**src/rtl/param_cacheline_adaptor_pkg.sv**
```systemverilog
// Shared types, default widths and width helpers for the line adaptor.
// Feature macro PARAM_CACHELINE_ADAPTOR_TIMEOUT_EN enables the memory watchdog.
package param_cacheline_adaptor_pkg;

  typedef enum logic [1:0] {
    IDLE,
    READ,
    WRITE,
    DONE
  } state_e;

  localparam int DEF_LINE_WIDTH     = 256;
  localparam int DEF_BURST_WIDTH    = 64;
  localparam int DEF_ADDR_WIDTH     = 32;
  localparam int DEF_TIMEOUT_CYCLES = 1024;

  function automatic int beats_f(input int lw, input int bw);
    return lw / bw;
  endfunction

  function automatic int off_bits_f(input int lw);
    return $clog2(lw / 8);
  endfunction

  // Beat count must be a power of two of at least two, beats byte sized
  function automatic bit ratio_ok_f(input int lw, input int bw);
    int b;
    if (bw <= 0 || (bw % 8) != 0 || (lw % bw) != 0) return 1'b0;
    b = lw / bw;
    return (b >= 2) && ((b & (b - 1)) == 0);
  endfunction

endpackage

```
**src/rtl/param_cacheline_adaptor_counter.sv**
```systemverilog
// Wrapping up-counter with enable, clear and terminal-count flag.
// Used for beat indexing and for the memory watchdog.
module burst_beat_counter #(
  parameter int MAX = 4,
  parameter int W   = (MAX > 1) ? $clog2(MAX) : 1
) (
  input  logic         clk,
  input  logic         reset_n,
  input  logic         en_i,
  input  logic         clr_i,
  output logic [W-1:0] cnt_o,
  output logic         tc_o
);

  logic [W-1:0] cnt_q;
  logic [W-1:0] cnt_d;

  assign tc_o  = (cnt_q == W'(MAX - 1));
  assign cnt_o = cnt_q;

  always_comb begin
    cnt_d = cnt_q;
    if (clr_i) begin
      cnt_d = '0;
    end else if (en_i) begin
      cnt_d = tc_o ? '0 : cnt_q + 1'b1;
    end
  end

  always_ff @(posedge clk) begin
    if (!reset_n) begin
      cnt_q <= '0;
    end else begin
      cnt_q <= cnt_d;
    end
  end

endmodule

```
**src/rtl/param_cacheline_adaptor.sv**
```systemverilog
// LLC line <-> memory burst adaptor, generic widths.
// Define PARAM_CACHELINE_ADAPTOR_TIMEOUT_EN to add the resp_i watchdog.
module param_cacheline_adaptor
  import param_cacheline_adaptor_pkg::*;
#(
  parameter int LINE_WIDTH     = DEF_LINE_WIDTH,
  parameter int BURST_WIDTH    = DEF_BURST_WIDTH,
  parameter int ADDR_WIDTH     = DEF_ADDR_WIDTH,
  parameter int TIMEOUT_CYCLES = DEF_TIMEOUT_CYCLES
) (
  input  logic                   clk,
  input  logic                   reset_n,
  input  logic [LINE_WIDTH-1:0]  line_i,
  output logic [LINE_WIDTH-1:0]  line_o,
  input  logic [ADDR_WIDTH-1:0]  address_i,
  input  logic                   read_i,
  input  logic                   write_i,
  output logic                   resp_o,
  output logic                   err_o,
  input  logic [BURST_WIDTH-1:0] burst_i,
  output logic [BURST_WIDTH-1:0] burst_o,
  output logic [ADDR_WIDTH-1:0]  address_o,
  output logic                   read_o,
  output logic                   write_o,
  input  logic                   resp_i
);

  localparam int BEATS = beats_f(LINE_WIDTH, BURST_WIDTH);
  localparam int CW    = $clog2(BEATS);
  localparam int OFF   = off_bits_f(LINE_WIDTH);
  localparam logic [ADDR_WIDTH-1:0] AMASK =
    ~ADDR_WIDTH'((1 << OFF) - 1);

  if (!ratio_ok_f(LINE_WIDTH, BURST_WIDTH) || TIMEOUT_CYCLES < 1)
  begin : g_bad_cfg
    $error("param_cacheline_adaptor: illegal width configuration");
  end

  state_e                  state_q, state_d;
  logic [LINE_WIDTH-1:0]   buf_q;
  logic [LINE_WIDTH-1:0]   line_q;
  logic [ADDR_WIDTH-1:0]   addr_q;
  logic                    resp_q;
  logic                    rd_q;
  logic                    to_q;
  logic [CW-1:0]           cnt;
  logic                    cnt_tc;
  logic                    busy;
  logic                    beat;
  logic                    accept;
  logic                    timeout;

  assign busy   = (state_q == READ) || (state_q == WRITE);
  assign beat   = busy && resp_i;
  // resp_q blocks re-acceptance while the LLC still holds its request
  assign accept = (state_q == IDLE) && !resp_q && (read_i || write_i);

  burst_beat_counter #(
    .MAX (BEATS),
    .W   (CW)
  ) u_beat_cnt (
    .clk     (clk),
    .reset_n (reset_n),
    .en_i    (beat),
    .clr_i   (timeout),
    .cnt_o   (cnt),
    .tc_o    (cnt_tc)
  );

`ifdef PARAM_CACHELINE_ADAPTOR_TIMEOUT_EN
  localparam int WW = $clog2(TIMEOUT_CYCLES) + 1;
  logic [WW-1:0] wd_cnt;
  logic          wd_tc;
  logic          err_q;

  burst_beat_counter #(
    .MAX (TIMEOUT_CYCLES),
    .W   (WW)
  ) u_watchdog (
    .clk     (clk),
    .reset_n (reset_n),
    .en_i    (busy && !resp_i),
    .clr_i   (!busy || resp_i),
    .cnt_o   (wd_cnt),
    .tc_o    (wd_tc)
  );

  assign timeout = busy && !resp_i && wd_tc;
  assign err_o   = err_q;

  always_ff @(posedge clk) begin
    if (!reset_n) begin
      err_q <= 1'b0;
    end else begin
      err_q <= (state_q == DONE) && to_q;
    end
  end
`else
  assign timeout = 1'b0;
  assign err_o   = 1'b0;
`endif

  always_comb begin
    state_d = state_q;
    unique case (state_q)
      IDLE: begin
        if (accept) state_d = read_i ? READ : WRITE;
      end
      READ, WRITE: begin
        if (timeout || (resp_i && cnt_tc)) state_d = DONE;
      end
      DONE:    state_d = IDLE;
      default: state_d = IDLE;
    endcase
  end

  always_ff @(posedge clk) begin
    if (!reset_n) begin
      state_q <= IDLE;
      buf_q   <= '0;
      line_q  <= '0;
      addr_q  <= '0;
      resp_q  <= 1'b0;
      rd_q    <= 1'b0;
      to_q    <= 1'b0;
    end else begin
      state_q <= state_d;
      resp_q  <= (state_q == DONE);
      if (accept) begin
        addr_q <= address_i & AMASK;
        rd_q   <= read_i;
        if (!read_i) buf_q <= line_i;
      end
      if (busy) to_q <= timeout;
      if (beat && state_q == READ) begin
        buf_q[int'(cnt)*BURST_WIDTH +: BURST_WIDTH] <= burst_i;
      end
      if (state_q == DONE && rd_q && !to_q) line_q <= buf_q;
    end
  end

  assign line_o    = line_q;
  assign address_o = addr_q;
  assign resp_o    = resp_q;
  assign read_o    = (state_q == READ);
  assign write_o   = (state_q == WRITE);
  assign burst_o   = (state_q == WRITE)
                   ? buf_q[int'(cnt)*BURST_WIDTH +: BURST_WIDTH]
                   : '0;

endmodule
```
**config.mk**
```make
export PLATFORM = sky130hd
export DESIGN_NAME = param_cacheline_adaptor
export DESIGN_NICKNAME = d
export VERILOG_FILES = /design/src/rtl/param_cacheline_adaptor_pkg.sv /design/src/rtl/param_cacheline_adaptor_counter.sv /design/src/rtl/param_cacheline_adaptor.sv
export SDC_FILE = /design/constraint.sdc
export NUM_CORES = 1
export LEC_CHECK = 0
export CORE_AREA = 2 2 277 279
export CTS_CLUSTER_DIAMETER = 40
export CTS_CLUSTER_SIZE = 25
export DETAILED_ROUTE_END_ITERATION = 6
export DIE_AREA = 0 0 279 281
export PLACE_DENSITY = 0.64
export SYNTH_ARGS = -nofsm -noshare
export SYNTH_HDL_FRONTEND = slang
export SYNTH_SLANG_ARGS = --single-unit
```
**constraint.sdc**
```tcl
create_clock -name clk -period 7.8 [get_ports clk]
set_clock_uncertainty 0.15 [all_clocks]
set_input_delay 2.34 -clock clk [delete_from_list [all_inputs] [get_ports clk]]
set_output_delay 2.34 -clock clk [all_outputs]
set_load 0.01 [all_outputs]
```
==> results by group, run 1 <==
Status
  • Outcome: finished, final reports clean

Power and ir drop
  • P_sw: between 3 and 4 mW
  • Clock power frac: between 40% and 50%
  • PwrDens: 281.7 nW/um^2
  • Reg power frac: approximately a third
  • Sw frac: 31.71%
  • Combinational power share: 20.6%
  • Static leakage: 11.56 nW
  • Worst VDD drop: 0.0002676 V
  • Internal power: 6.641 mW

Global routing
  • Largest net degree at the start of global routing: approximately 180
  • GRT Util Overall: about 25%
  • Vias in the first global route: 23076
  • First-pass GRT wire length: 149500 um
  • Number of antenna violations at the first check in global routing: 25
  • Total gr overflow: 0

Routing
  • Initial DRC count: 2175
  • Avg WL per Cell: 22.47 um
  • Routed WL: 101500 um
  • Via density: about 5.4
  • Antenna Nets Post-Route: 0
  • DRC Markers: 0
  • Vias: ~25000
  • Drt pass-1 iters: 6

Min path
  • Hold path depth: 2
  • HP Start: buf_q[0]
  • Hold EP: line_o[0]
  • Worst Hold Class: flop to flop

Clock tree
  • Maximum clock insertion buffer count: 3
  • Root buf cell: clkbuf_16
  • Worst-Skew Late Latency: 0.63 ns
  • # Post-CTS Setup Buffers: 0
  • Worst-path clk slew: ~0.060 ns
  • H-Tree Depth: 3
  • Clk sinks: 545
  • Post-CTS sizing: 0
  • CTS tree: built
  • CTS Buf Count: between 90 and 100
  • Post-CTS Hold Buffers: 0

STA
  • Fmax: between 0.15 and 0.2 GHz
  • RSZ-0062 raised after global routing: false
  • Final worst setup slack: slightly below 2 ns
  • Final setup viols: 0
  • Minimum clock period: 5.851 ns
  • Max-slew violation count: 0
  • Setup_tns: 0 ns
  • Endpoints failing hold: 0
  • Tcrit/Tclk final: about 75%
  • Worst slew margin: 19.57%
  • Slew @ Worst Pin: about 1.2 ns
  • WHS: ~0.29 ns

Floorplan
  • CORE AREA: 75440 um^2
  • Initial core utilization: 31.36%
  • IO Pins: 713
  • Die area: 78400 um^2
  • Std-Cell Rows: 101
  • Die width: 279 um
  • Die Ht: about 280 um

Yosys
  • Register area share after synthesis: 46.11%
  • Yosys warns: 0
  • Syn avg cell area: 8.131 um^2
  • Synth area leader: dfxtp_1
  • Compound-Gate Fraction of Synth Area: roughly 22%
  • Post-synthesis mux area share: 6.134%
  • Post-synthesis xor/xnor area fraction: 0%
  • Synth Area in Adders: 0.4759%
  • Synth Instances: 2910
  • #FFs+latches synth: 545
  • Main combinational cell family by area after synthesis: compound AO/OA/AOI/OAI gates
  • Post-Synthesis Cell Area: around 24000 um^2
  • Top-area cell type share of the netlist area: 46.11%
  • Simple-Gate Fraction of Synth Area: 19.52%
  • Library cells used by synthesis: 34
  • Synth area leaders: dfxtp_1, nand2_1, a21oi_1

Critical path
  • Crit Path Max Fanout: 42
  • Reg2Reg Setup Slack: 3.54 ns
  • R2r endpoint: buf_q[28]
  • R2R cell count: 7
  • RR Startpoint: u_beat_cnt.cnt_o[0]
  • Crit path launch type: flop
  • Cell Chain, Critical Path: buf_12, mux4_2, and2_1, clkdlybuf4s50_1
  • Worst setup path class: flop to output port
  • Setup crit end kind: output port
  • Critical path's slowest cell: dfxtp_4
  • Max incr delay on CP: 0.98 ns
  • Arr. time, crit path: 3.36 ns
  • Critical path required time: 5.31 ns

Finish
  • Synth-to-Final Area Change: 45.88%
  • Final Net Count: 3807
  • Share of cells above drive strength 1: under 10%

Placement
  • Gpl congestion: 0.8550
  • Number of buffers added on ports: 701
  • Dpl hpwl: 64940 um
  • Place WS: between 2 and 2.5 ns

Job
  • Max cap viols: 0
critical path: cells and delay by family, from the launching register on:
kind                   cells  cell delay [ns]
DFF                        1             0.98
buffers and inverters      2             0.91
muxes                      1             0.60
and+or+nand+nor            1             0.18
power groups by stage:
stage	sequential [mW]	combinational [mW]	clock (mW)
6_report	3.33	2.00	4.39
5_1_grt	3.37	2.14	4.59
4_1_cts	3.33	1.99	4.45
3_5_place_dp	3.38	1.98	0
3_3_place_gp	3.38	1.97	0
2_1_floorplan	3.27	1.19	0
cell usage after synthesis, drive strengths merged:
cell type and count:
nand2 1029, dfxtp 545, a21oi 486, a311oi 256, clkbuf 206, buf 97, and2 67, mux4 64
a31oi 55, nand3 33, o21ai 29, ha 9, nor2b 6, inv 5, nor2 5, a221oi 2
and4bb 2, nand2b 2, nor3b 2, a22o 1, and3b 1, clkinv 1, conb 1, mux2i 1
nand4bb 1, nor3 1, nor4b 1, o21bai 1, or2 1
routing by layer:
layer  track usage [%]  vias up  part of all wire [%]
li1                  -    11317                     -
met1             31.42    11819                    40
met2             40.09     1154                    47
met3             5.562      233                   8.2
met4             11.77       12                   3.9
met5                 0        -                 0.079
through the flow:
stage | area, um^2 | total power [mW] | util [%] | std cells
global route | 34510 | 10.09 | 45.75 | 4516
floorplan | 23680 | 4.462 | - | 2915
detailed placement | 31080 | 5.364 | 41.19 | 4322
global placement | 31080 | 5.348 | 41.19 | 4322
finish | 34520 | 9.724 | 45.75 | 4517
CTS | 34470 | 9.773 | 45.69 | 4498
layout by cell type (no fill, tap or decap), types with 2 or more instances in the layout:
cell	synthesis	layout
dfxtp_4	0	2
buf_4	24	20
nor2b_4	0	2
mux4_2	64	64
inv_6	0	15
nand2_1	1029	1028
o21ai_0	29	29
and4bb_4	0	2
dfxtp_1	545	543
ha_1	9	8
nand3_4	0	4
conb_1	1	6
a311oi_1	256	256
clkdlybuf4s50_1	0	701
clkinv_2	0	8
clkbuf_8	0	12
a31oi_1	55	55
nor2_1	4	4
clkinvlp_4	0	8
nand3_1	33	29
buf_12	0	11
clkbuf_16	0	96
inv_16	0	2
and2_1	67	65
nor2b_1	6	3
clkinv_4	0	12
inv_1	5	5
a21oi_1	486	486
nand2b_1	2	2
clkbuf_1	206	5
bufinv_16	0	11
diode_2	0	19
inv_8	0	5
a221oi_1	2	2
cell type report:
cell class	instances	area, um^2
Multi-Input combinational cell	2061	11520
Fill cell	7430	40930
Clock inverter	63	804.5
Sequential cell	545	10920
Clock buffer	113	2586
Antenna cell	19	47.55
Timing Repair Buffer	732	7387
Tap cell	978	1224
Inverter	6	30.03
registers in the layout, summed over array words and instances (netlist names):
| signal | count |
|---|---|
| address_o | 27 |
| rd_q | 1 |
| state_q | 2 |
| buf_q | 256 |
| resp_o | 1 |
| line_o | 256 |
| u_beat_cnt.cnt_o | 2 |
cells by family after synthesis:
kind of cell | after synthesis
AO/OA/AOI/OAI | 830
adder cells (fa/ha/maj) | 9
buffers and inverters | 309
flip-flops | 545
multiplexers | 65
other | 1
AND/OR/NAND/NOR | 1151
worst max path at each step:
| stage | slack [ns] | endpoint | startpoint | depth (start not counted) |
|---|---|---|---|---|
| 6_report | 1.95 | burst_o[51] | u_beat_cnt.cnt_o[0] | 4 |
| 5_1_grt | 1.76 | burst_o[51] | u_beat_cnt.cnt_o[0] | 4 |
| 4_1_cts | 1.83 | burst_o[51] | u_beat_cnt.cnt_o[0] | 4 |
| 3_5_place_dp | 2.34 | buf_q[180] | resp_i | 5 |
| 3_3_place_gp | 2.40 | buf_q[180] | resp_i | 5 |
| 2_1_floorplan | 3.78 | burst_o[10] | u_beat_cnt.cnt_o[0] | 4 |
No activity file was read; power rests on OpenSTA's default activity.
==> run 2: changes to the inputs <==
clock period = 6 ns   (was 7.8 ns; I/O delays follow)
==> results by group, run 2 (same netlist as run 1, synthesis figures left out) <==
Critical path
  • Max incr delay on CP: 0.92 ns (was 0.98 ns)
  • Cell Chain, Critical Path: buf_4, mux4_2, and2_1, clkdlybuf4s50_1 (was buf_12, mux4_2, and2_1, clkdlybuf4s50_1)
  • Setup crit end kind: output port (unchanged)
  • Worst setup path class: flop to output port (unchanged)
  • Critical path's slowest cell: dfxtp_4 (unchanged)
  • Critical path required time: 4.05 ns (was 5.31 ns)
  • R2R cell count: 7 (unchanged)
  • Crit Path Max Fanout: 35 (was 42)
  • Arr. time, crit path: 3.21 ns (was 3.36 ns)
  • Crit path launch type: flop (unchanged)

STA
  • Minimum clock period: ~5.2 ns
  • Tcrit/Tclk final: 85.95%
  • Setup_tns: 0 ns (unchanged)
  • Endpoints failing hold: 0 (unchanged)
  • Max-slew violation count: 0 (unchanged)
  • Worst slew margin: 21.93% (was 19.57%)
  • Slew @ Worst Pin: 1.166 ns (was 1.201 ns)
  • Final worst setup slack: 0.8429 ns (was 1.949 ns)
  • RSZ-0062 raised after global routing: false (unchanged)
  • Final setup viols: 0 (unchanged)
  • WHS: 0.2923 ns (was 0.2862 ns)
  • Fmax: 0.1939 GHz

Routing
  • Vias: 24819 (was 24535)
  • Via density: 5.474 (was 5.432)
  • Drt pass-1 iters: 5 (was 6)
  • Antenna Nets Post-Route: 0 (unchanged)
  • Avg WL per Cell: 22.59 um (was 22.47 um)
  • Routed WL: 102400 um (was 101500 um)
  • Initial DRC count: 2110 (was 2175)
  • DRC Markers: 0 (unchanged)

Placement
  • Place WS: 1.428 ns (was 2.340 ns)
  • Dpl hpwl: 66920 um (was 64940 um)
  • Post-Place Cell Area: 31280 um^2 (was 31080 um^2)
  • Placed cells: 4342 (was 4322)
  • Gpl congestion: 0.8733 (was 0.8550)
  • Number of buffers added on ports: 701 (unchanged)

Floorplan
  • Initial core utilization: 31.36% (unchanged)
  • IO Pins: 713 (unchanged)
  • Die Ht: 281 um (unchanged)
  • Die width: 279 um (unchanged)
  • Die area: 78400 um^2 (unchanged)
  • CORE AREA: 75440 um^2 (unchanged)
  • Std-Cell Rows: 101 (unchanged)

Clock tree
  • H-Tree Depth: 3 (unchanged)
  • CTS tree: built (unchanged)
  • Worst-Skew Late Latency: 0.64 ns (was 0.63 ns)
  • Root buf cell: clkbuf_16 (unchanged)
  • Clk sinks: 545 (unchanged)
  • # Post-CTS Setup Buffers: 0 (unchanged)
  • Post-CTS Hold Buffers: 0 (unchanged)
  • Worst-path clk slew: 0.05 ns (was 0.06 ns)
  • Post-CTS sizing: 0 (unchanged)
  • CTS Buf Count: 96 (was 95)
  • Maximum clock insertion buffer count: 3 (unchanged)

Power and ir drop
  • Static leakage: 11.73 nW (was 11.56 nW)
  • PwrDens: 372.2 nW/um^2 (was 281.7 nW/um^2)
  • Worst VDD drop: 0.0002990 V (was 0.0002676 V)
  • PnR Total Power: 12.99 mW (was 9.724 mW)

Global routing
  • GRT Util Overall: 24.91% (was 24.82%)
  • Number of antenna violations at the first check in global routing: 19 (was 25)
  • Vias in the first global route: 23785 (was 23076)
  • Largest net degree at the start of global routing: 138 (was 177)
  • Total gr overflow: 0 (unchanged)
  • First-pass GRT wire length: 150300 um (was 149500 um)

Finish
  • Fill cells: 7262 (was 7430)
  • Fin util: 46.25% (was 45.75%)
  • Share of cells above drive strength 1: 8.755% (was 8.182%)
  • Synth-to-Final Area Change: 47.47% (was 45.88%)
  • Non-Filler Instances: 4534 (was 4517)
  • Most frequent cells in the layout: nand2_1, clkdlybuf4s50_1, dfxtp_1 (unchanged)
  • Finished Cell Area: 34890 um^2 (was 34520 um^2)
  • Final Net Count: 3828 (was 3807)
  • Commonest non-fill, non-tap cell in the layout: nand2_1 (unchanged)

Min path
  • Hold path depth: 2 (unchanged)
  • Worst Hold Class: flop to flop (unchanged)

Status
  • Outcome: finished, final reports clean (unchanged)

Job
  • Max cap viols: 0 (unchanged)
[run 2: cell types whose count changed in the layout (fill, tap and decap cells not counted), moves of 4 or more]
cell	before	now
buf_12	11	15
buf_4	20	36
bufinv_16	11	19
clkinv_2	8	12
clkinv_4	12	7
clkinvlp_4	8	16
diode_2	19	15
inv_6	15	7
[run 2: critical path, delay by kind of cell, from the launching register on]
family,cells,cell delay [ns]
mux,1,0.54
flops,1,0.92
buf+inv,2,0.94
simple gates,1,0.17
[run 2: final timing paths]
kind | startpoint | endpoint | slack [ns]
worst max-delay path | u_beat_cnt.cnt_o[0] | burst_o[27] | 0.84
worst min-delay path | buf_q[127] | line_o[127] | 0.29
worst max register to register | u_beat_cnt.cnt_o[0] | buf_q[85] | 1.92
worst min register to register | buf_q[127] | line_o[127] | 0.29
[run 2: report_power, final]
part / leakage [nW] / total [mW] / internal (mW) / switching (mW)
registers: 4.42 / 4.34 / 3.98 / 0.356
clock network: 1.70 / 6.00 / 3.93 / 2.07
logic: 5.61 / 2.65 / 1.06 / 1.59
total: 11.7 / 13.0 / 8.97 / 4.02
[run 2: area by class of cell]
type                       instances  area [um^2]  share of cell area (%)
sequential                       545        10920                   31.29
clock inverter                    67         1011                   2.897
inverter                           6        30.03                 0.08606
tap                              978         1224                   3.507
antenna                           15        37.54                  0.1076
clock buffer                     110         2566                   7.354
multi-input combinational       2061        11520                   33.01
timing repair buffer             752         7587                   21.74
[run 2: layer usage]
layer	vias up	part of all wire, %	track usage, %
li1	11371	-	-
met3	262	8.5	5.578
met1	11961	40	30.92
met4	10	4.5	12.72
met2	1215	47	40.57
met5	-	0.061	0
